--- src/rtl/nn_pkg.sv ---
// Shared types and default sizes for the classification back end.
package nn_pkg;

    localparam int CLASSES_DEF = 10;
    localparam int SCORE_W_DEF = 8;
    localparam int IDX_W_DEF   = 8;
    localparam int CNT_W_DEF   = 16;

    typedef enum logic [1:0] {
        IDLE  = 2'd0,
        READ  = 2'd1,
        DRAIN = 2'd2,
        DONE  = 2'd3
    } pred_state_t;

    typedef logic [SCORE_W_DEF-1:0] score_t;

endpackage

--- src/rtl/prediction_controller_if.sv ---
// Result-buffer read port plus the prediction valid/ready output.
interface prediction_controller_if #(
    parameter int SCORE_W = nn_pkg::SCORE_W_DEF,
    parameter int IDX_W   = nn_pkg::IDX_W_DEF
) ();

    logic               rd_en;
    logic [IDX_W-1:0]   rd_addr;
    logic [SCORE_W-1:0] rd_data;
    logic               pred_valid;
    logic               pred_ready;
    logic [IDX_W-1:0]   pred_class;
    logic [SCORE_W-1:0] pred_score;

    modport master (
        output rd_en, rd_addr, pred_valid, pred_class, pred_score,
        input  rd_data, pred_ready
    );

    modport slave (
        input  rd_en, rd_addr, pred_valid, pred_class, pred_score,
        output rd_data, pred_ready
    );

endinterface

--- src/rtl/argmax_accum.sv ---
// Running argmax over a stream of tagged scores. The first element of a
// pass loads unconditionally; later elements win only on a strictly greater
// score, so ties resolve to the lowest index.
module argmax_accum #(
    parameter int SCORE_W = 8,
    parameter int IDX_W   = 8
) (
    input  logic               clk,
    input  logic               rst_n,
    input  logic               clr_first,
    input  logic               data_valid,
    input  logic [SCORE_W-1:0] data,
    input  logic [IDX_W-1:0]   idx,
    output logic [SCORE_W-1:0] max,
    output logic [IDX_W-1:0]   max_idx
);

    logic [SCORE_W-1:0] max_q, max_d;
    logic [IDX_W-1:0]   idx_q, idx_d;

    // Single shared comparator: take the new element on first-of-pass or strict win.
    always_comb begin
        max_d = max_q;
        idx_d = idx_q;
        if (data_valid && (clr_first || (data > max_q))) begin
            max_d = data;
            idx_d = idx;
        end
    end

    // Best-so-far registers.
    always_ff @(posedge clk or negedge rst_n) begin
        if (!rst_n) begin
            max_q <= '0;
            idx_q <= '0;
        end else begin
            max_q <= max_d;
            idx_q <= idx_d;
        end
    end

    assign max     = max_q;
    assign max_idx = idx_q;

endmodule

--- src/rtl/prediction_controller.sv ---
// Walks the result buffer one class per cycle, keeps a running argmax and
// offers the winner on a valid/ready port. Counts accepted predictions.
module prediction_controller
    import nn_pkg::*;
#(
    parameter int CLASSES = CLASSES_DEF,
    parameter int SCORE_W = SCORE_W_DEF,
    parameter int IDX_W   = IDX_W_DEF,
    parameter int CNT_W   = CNT_W_DEF
) (
    input  logic                    clk,
    input  logic                    rst_n,
    input  logic                    start,
    output logic                    busy,
    output logic [CNT_W-1:0]        img_count,
    prediction_controller_if.master bus
);

    localparam logic [IDX_W-1:0] LAST_IDX = IDX_W'(CLASSES - 1);

    pred_state_t        state_q, state_d;
    logic [IDX_W-1:0]   addr_q, addr_d;
    logic [CNT_W-1:0]   cnt_q, cnt_d;

    // One-stage tag that lines the address up with the buffer's read data.
    logic               tag_vld_q;
    logic [IDX_W-1:0]   tag_idx_q;

    logic               rd_en;
    logic               hs;
    logic [SCORE_W-1:0] acc_max;
    logic [IDX_W-1:0]   acc_idx;

    assign rd_en = (state_q == READ);
    assign hs    = (state_q == DONE) && bus.pred_ready;

    // Next-state, address counter and completion counter.
    always_comb begin
        state_d = state_q;
        addr_d  = addr_q;
        cnt_d   = cnt_q;
        case (state_q)
            IDLE: begin
                if (start) begin
                    state_d = READ;
                    addr_d  = '0;
                end
            end
            READ: begin
                if (addr_q == LAST_IDX) begin
                    state_d = DRAIN;
                end else begin
                    addr_d = addr_q + IDX_W'(1);
                end
            end
            DRAIN: begin
                state_d = DONE;
            end
            DONE: begin
                if (hs) begin
                    cnt_d   = cnt_q + CNT_W'(1);
                    state_d = IDLE;
                end
            end
            default: state_d = IDLE;
        endcase
    end

    // Control state registers.
    always_ff @(posedge clk or negedge rst_n) begin
        if (!rst_n) begin
            state_q <= IDLE;
            addr_q  <= '0;
            cnt_q   <= '0;
        end else begin
            state_q <= state_d;
            addr_q  <= addr_d;
            cnt_q   <= cnt_d;
        end
    end

    // Tag the outstanding read so the returning data knows its class index.
    always_ff @(posedge clk or negedge rst_n) begin
        if (!rst_n) begin
            tag_vld_q <= 1'b0;
            tag_idx_q <= '0;
        end else begin
            tag_vld_q <= rd_en;
            tag_idx_q <= addr_q;
        end
    end

    argmax_accum #(
        .SCORE_W (SCORE_W),
        .IDX_W   (IDX_W)
    ) u_argmax (
        .clk        (clk),
        .rst_n      (rst_n),
        .clr_first  (tag_idx_q == '0),
        .data_valid (tag_vld_q),
        .data       (bus.rd_data),
        .idx        (tag_idx_q),
        .max        (acc_max),
        .max_idx    (acc_idx)
    );

    // The accumulator is idle outside READ/DRAIN, so its registers double as
    // the held prediction through DONE and the following IDLE.
    assign bus.rd_en      = rd_en;
    assign bus.rd_addr    = addr_q;
    assign bus.pred_valid = (state_q == DONE);
    assign bus.pred_class = acc_idx;
    assign bus.pred_score = acc_max;
    assign busy           = (state_q != IDLE);
    assign img_count      = cnt_q;

endmodule

--- src/flat_wrapper.sv ---
// flat-port wrapper written by rule: the top's interface ports become plain ports
module prediction_controller_flat import nn_pkg::*;
#(
    parameter int CLASSES = CLASSES_DEF,
    parameter int SCORE_W = SCORE_W_DEF,
    parameter int IDX_W   = IDX_W_DEF,
    parameter int CNT_W   = CNT_W_DEF
)
  (clk, rst_n, start, busy, img_count, bus_rd_en, bus_rd_addr, bus_pred_valid, bus_pred_class, bus_pred_score, bus_rd_data, bus_pred_ready);
  prediction_controller_if #(.SCORE_W(SCORE_W), .IDX_W(IDX_W)) bus_i ();
  input  logic clk;
  input  logic rst_n;
  input  logic start;
  output logic busy;
  output logic [CNT_W-1:0] img_count;
  output wire logic [$bits(bus_i.rd_en)-1:0] bus_rd_en;
  output wire logic [$bits(bus_i.rd_addr)-1:0] bus_rd_addr;
  output wire logic [$bits(bus_i.pred_valid)-1:0] bus_pred_valid;
  output wire logic [$bits(bus_i.pred_class)-1:0] bus_pred_class;
  output wire logic [$bits(bus_i.pred_score)-1:0] bus_pred_score;
  input wire logic [$bits(bus_i.rd_data)-1:0] bus_rd_data;
  input wire logic [$bits(bus_i.pred_ready)-1:0] bus_pred_ready;
  assign bus_rd_en = bus_i.rd_en;
  assign bus_rd_addr = bus_i.rd_addr;
  assign bus_pred_valid = bus_i.pred_valid;
  assign bus_pred_class = bus_i.pred_class;
  assign bus_pred_score = bus_i.pred_score;
  assign bus_i.rd_data = bus_rd_data;
  assign bus_i.pred_ready = bus_pred_ready;
  prediction_controller #(.CLASSES(CLASSES), .SCORE_W(SCORE_W), .IDX_W(IDX_W), .CNT_W(CNT_W)) u_core (.clk(clk), .rst_n(rst_n), .start(start), .busy(busy), .img_count(img_count), .bus(bus_i));
endmodule
--- config.mk ---
export PLATFORM = sky130hd
export DESIGN_NAME = prediction_controller_flat
export DESIGN_NICKNAME = d
export VERILOG_FILES = /design/src/rtl/nn_pkg.sv /design/src/rtl/prediction_controller_if.sv /design/src/rtl/argmax_accum.sv /design/src/rtl/prediction_controller.sv /design/src/flat_wrapper.sv
export SDC_FILE = /design/constraint.sdc
export NUM_CORES = 1
export LEC_CHECK = 0
export ABC_AREA = 1
export BUFFER_PORTS_ARGS = -buffer_cell sky130_fd_sc_hd__buf_2
export CAP_MARGIN = 20
export CORE_MARGIN = 1
export CORE_UTILIZATION = 45
export CTS_CLUSTER_SIZE = 8
export DETAILED_ROUTE_END_ITERATION = 8
export PLACE_DENSITY = 0.74
export SYNTH_ARGS = -nofsm -noshare
export SYNTH_HDL_FRONTEND = slang
export SYNTH_SLANG_ARGS = --single-unit
--- constraint.sdc ---
create_clock -name clk -period 2.4 [get_ports clk]
set_input_delay 0.24 -clock clk [delete_from_list [all_inputs] [get_ports clk]]
set_output_delay 0.24 -clock clk [all_outputs]
set_load 0.1 [all_outputs]
# ---- Word level (Yosys, flattened, before mapping)
# Cells that the tools add are included.
# Widths: inputs -> output; s select.
dict set report op_classes {
  n_addsub 2
  reduce_logical 10
  mux 7
  eq_ne 8
  order_cmp 1
}
# operator n
set ops {}
lappend ops {{$add 16x1->16 const B} 1}
lappend ops {{$mux 8} 2}
lappend ops {{$pmux 8 s2} 1}
lappend ops {{$add 8x1->8 const B} 1}
lappend ops {{$eq 8x4->1 const B} 1}
lappend ops {{$gt 8x8->1} 1}
lappend ops {{$logic_not 8->1} 1}
lappend ops {{$pmux 2 s4} 1}
lappend ops {{$mux 2} 3}
lappend ops {{$ne 2x2->1 const B} 3}
lappend ops {{$reduce_and 3->1} 2}
lappend ops {{$eq 2x2->1 const B} 2}
lappend ops {{$reduce_bool 2->1} 2}
lappend ops {{$eq 2x1->1 const B} 1}
lappend ops {{$logic_and 1x1->1} 2}
lappend ops {{$logic_not 2->1} 1}
lappend ops {{$ne 2x1->1 const B} 1}
lappend ops {{$reduce_and 2->1} 1}
lappend ops {{$logic_or 1x1->1} 1}
dict set report word_totals {
  input_bits 12
  word_cells 35
  out_inout_bits 43
  ff_bits 51
}

# ---- Longest topological paths before layout
dict set report logic_depth {
  depth_word 4
  mapped_depth 15
  depth_no_buf 14
}

# ---- By module
# A second synthesis with hierarchy kept.
dict set report unflattened {
  cells_unflattened 302
  area_unflattened_um2 2678.8
}
# mod instances area_each_um2 cells_each
set by_module_without_submodules {}
lappend by_module_without_submodules {prediction_controller 1 1801.7 195}
lappend by_module_without_submodules {argmax_accum 1 877.1 107}

# ---- Worst setup path after synthesis
# Ideal clock, no wire load.
dict set report synth_path {
  path_kind {reg2reg}
  startpoint {register u_core.state_q[0]}
  endpoint {register u_core.cnt_q[11] (netlist: u_core.img_count[11])}
  setup_slack_ns 0.089
  arrival_ns 2.186
  period_less_slack_ns 2.311
  path_stages_with_launch 9
  setup_ns 0.125
  required_ns 2.275
  path_cell_list {dfrtp_1 ha_1 nand2_2 nor3_2 nand2_1 nor2_2 nand2_1 o21ai_0 nand2_1}
}
dict set report synth_via {
  elab_chain_len 3
}
# element line_no
set synth_rtl {}
lappend synth_rtl {{start, declared} prediction_controller.sv:21} ;# pred_state_t state_q, state_d;
lappend synth_rtl {{start signal, assigned} prediction_controller.sv:76} ;# state_q <= state_d;
lappend synth_rtl {{$eq 2x2->1 *} --}
lappend synth_rtl {{net bus_pred_valid} flat_wrapper.sv:18} ;# output wire logic [$bits(bus_i.pred_valid)-1:0] bus_pred_valid;
lappend synth_rtl {{$logic_and 1x1->1} prediction_controller.sv:35} ;# assign hs = (state_q == DONE) && bus.pred_ready;
lappend synth_rtl {{$reduce_and 2->1 (no source line) *} --}
lappend synth_rtl {{end signal, assigned} prediction_controller.sv:78} ;# cnt_q <= cnt_d;
lappend synth_rtl {{end, declared} prediction_controller.sv:23} ;# logic [CNT_W-1:0] cnt_q, cnt_d;
# Mark *: on every way through the listed nets, which the timed path passes. The rest lies on a longest branch.
# A chain may end at the register's enable or synchronous reset.

# ---- Final worst setup path
dict set report layout_path {
  startpoint {register u_core.u_argmax.max_q[7] (netlist: u_core.u_argmax.max[7])}
  endpoint {register u_core.u_argmax.max_q[5] (netlist: u_core.u_argmax.max[5])}
}
dict set report layout_via {
  elab_chain_len 3
}
# element line_no
set layout_rtl {}
lappend layout_rtl {{start, declared} argmax_accum.sv:18} ;# logic [SCORE_W-1:0] max_q, max_d;
lappend layout_rtl {{start signal, assigned} argmax_accum.sv:37} ;# max_q <= max_d;
lappend layout_rtl {{$gt 8x8->1} argmax_accum.sv:25} ;# if (data_valid && (clr_first || (data > max_q))) begin
lappend layout_rtl {{$logic_or 1x1->1} argmax_accum.sv:25}
lappend layout_rtl {{$logic_and 1x1->1} argmax_accum.sv:25}
# No other way between the ends.

==> reports/results.txt <==
Worst EP arrival: 2.11 ns
Most used cell, CP: nand2_1
FP Rows: 26
Pwr/cell area: 1350 nW/um2
Synthesized area per cell: 8.80 um2
Leakage power: 0.00168 uW
Post-CTS sizing: 0
Final net count: 374
Vias in the first global route: 1902
Routed Antenna Nets: 0
Design area: 3000 um2
Syn nets: 314
Max Transition Viols Final: 0
Slew @ Worst Pin: 0.577 ns
Worst-path clk slew: 0.08 ns
Setup Skew: 0.00823 ns
IO Count: 55
Async SR Flop Fraction: 100%
Initial core utilization: 47.9%
Clk sinks: 51
Max-slew headroom: 61.6%
Tot GR Track Use: 17.6%
Commonest cells post-synth: nand2_1 (83), dfrtp_1 (51), inv_1 (30)
Die X: 76.9 um
Critical path class: flop to flop
Mapped Cells: 287
Hpwl dp: 3640 um
Hold crit path type: primary input to flop
Chip height: 76.9 um
Yosys top cell by area: dfrtp_1
Main area contributors after synthesis: dfrtp_1 (51%), nand2_1 (12%), ha_1 (7.4%)
Routed vias: 2012
Fraction of layout cells with a size suffix above 1: 23.0%
Area occupied by multi-input gates: 1110 um2
Die area: 5910 um2
Global route total overflow: 0
Max Cap Viol: 0
WP buf/inv: 1
Worst path slowest cell: dfrtp_1
CTS tree: built
Setup TNS: 0 ns
Synth warnings: 0
Register area: 1280 um2
FMAX: 0.521 GHz
Placeable Area: 5270 um2
# fillers: 498
Mapped cell area: 2520 um2
Minimum clock period: 1.92 ns
CTS HTree Levels: 2
Number of vias per cell: 4.81
Most numerous cell in the Yosys netlist: nand2_1
Initial antenna violation count: 0
Delay-heaviest family, CP: simple AND/OR/NAND/NOR gates
Worst path cell trace: inv_1 -> ha_1 -> nand2_1 -> nor2_1 -> nand2_1 -> nand2_1 -> nand2_1 -> nand2_2 -> nand2_2 -> nand2_1 -> nand2_1
Synth top area share: 50.5%
Antenna diode count: 0
Peak supply drop: 1.04 mV
Final setup viols: 0
Iter 0 DRT Violations: 75
Period Utilization, post-route: 79.9%
Layout area overhead: 18.8%
Root Buffer Master: clkbuf_8
Critical Path RT: 2.59 ns
Crit end category: flop
Drc violations: 0
CP max FO: 17
Hold Vio Cnt, Final: 0
Slowest cell delay on critical path: 0.37 ns
Synth unique cells: 31
Sequential area share after synthesis: 50.5%
Flops & latches, synth: 51
Avg WL per Cell: 11.6 um
RSZ-0062 raised after global routing: no
Placer Congestion: 0.811
Maximum buffer depth of the clock tree: 2
Inserted Clock Buffers: 5
Number of synthesized flops with an enable pin: 0
Post-Route WL: 4850 um
Post-route setup slack: 0.482 ns
Setup WS pre-CTS: 0.473 ns
Startpoint types: flop
Largest net degree at the start of global routing: 28
Main flop type after synthesis: dfrtp_1
Post-placement cell area: 2890 um2
Clock Latency Late Sink: 0.30 ns
First-pass GRT wire length: 8340 um
TritonRoute pass-1 iters: 4
PortBufs: 54
Outcome: completed
## registers in the layout (all words and copies together), names as in the netlist
register,flops
u_core.state_q,2
u_core.img_count,16
u_core.u_argmax.max,8
u_core.u_argmax.max_idx,8
u_core.tag_idx_q,8
u_core.tag_vld_q,1
u_core.bus.rd_addr,8
## layout make-up
cell class,count,share of cell area [%]
sequential,51,42.5
multi-input combinational,200,36.9
timing repair buffer,57,10.3
inverter,32,4.05
clock buffer,8,3.34
tap,70,2.92
## report_power, final
group | leakage (uW) | internal, uW | total, uW | switching, uW
Combinational | 0.000956 | 410 | 2300 | 1890
Clock | 0.0000515 | 263 | 520 | 257
Sequential | 0.000676 | 1050 | 1230 | 174
## worst reg2reg max path: cells and delay by family (launching register included)
kind | cells | cell delay, ns
DFF | 1 | 0.37
buffers and inverters | 1 | 0.06
and+or+nand+nor | 9 | 1.09
adders and majority gates | 1 | 0.29
## timing repair
action                    4_1_cts  5_1_grt
buffers inserted                0        0
hold endpoints to repair       24        0
hold buffers                    1        0
## through the flow
| step | power, uW | hold WS [ns] | utilization [%] | cells |
|---|---|---|---|---|
| after global placement | 3500 | 0.270 | 54.8 | 409 |
| after detailed placement | 3560 | 0.267 | 54.8 | 409 |
| final | 4050 | 0.203 | 56.9 | 418 |
| after floorplan | 3170 | -0.0556 | - | 287 |
| after CTS | 4080 | 0.197 | 56.9 | 418 |
| after global routing | 4290 | 0.201 | 56.9 | 418 |
## logic make-up (layout without fill, tap and decap cells)
| logic type | after synthesis | in the layout | share of synthesized area, % |
|---|---|---|---|
| and+or+nand+nor | 152 | 152 | 27.0 |
| adders and majority gates | 15 | 15 | 7.43 |
| xor gates and xnor gates | 15 | 15 | 5.20 |
| AOI/OAI and AO/OA | 18 | 18 | 4.26 |
| DFF | 51 | 51 | 50.5 |
| buffers and inverters | 36 | 97 | 5.60 |
## worst paths after layout
check                                        from                      to  slack, ns  cells after the start
max                        u_core.u_argmax.max[7]  u_core.u_argmax.max[5]       0.48                     11
min                                bus_rd_data[3]  u_core.u_argmax.max[3]       0.20                      3
max reg2reg                u_core.u_argmax.max[7]  u_core.u_argmax.max[5]       0.48                     11
min reg2reg                 u_core.bus.rd_addr[4]     u_core.tag_idx_q[4]       0.46                      0
max in group asynchronous                   rst_n     u_core.tag_idx_q[2]       1.40                      3
min in group asynchronous                   rst_n  u_core.u_argmax.max[2]       0.47                      2
## cells in the final DEF (no fill, tap or decap), drive strengths merged, types with 2 or more instances in the layout
master / n
nor2: 21
nand2: 90
a21oi: 3
xnor2: 4
clkbuf: 8
dfrtp: 51
ha: 15
nor4: 2
o21ai: 10
nand3: 28
o31ai: 2
nand4: 5
xor2: 11
nor3: 4
inv: 31
buf: 56
## metal layers
metal  up-vias  wire length, um  global-route usage (%)
li1       1032                -                       -
met1       923             2320                    22.5
met2        51             2300                    30.4
met3         6              175                    3.21
met4         0               55                    5.19
met5         -                0                       0
No activity file was read; power rests on OpenSTA's default activity.
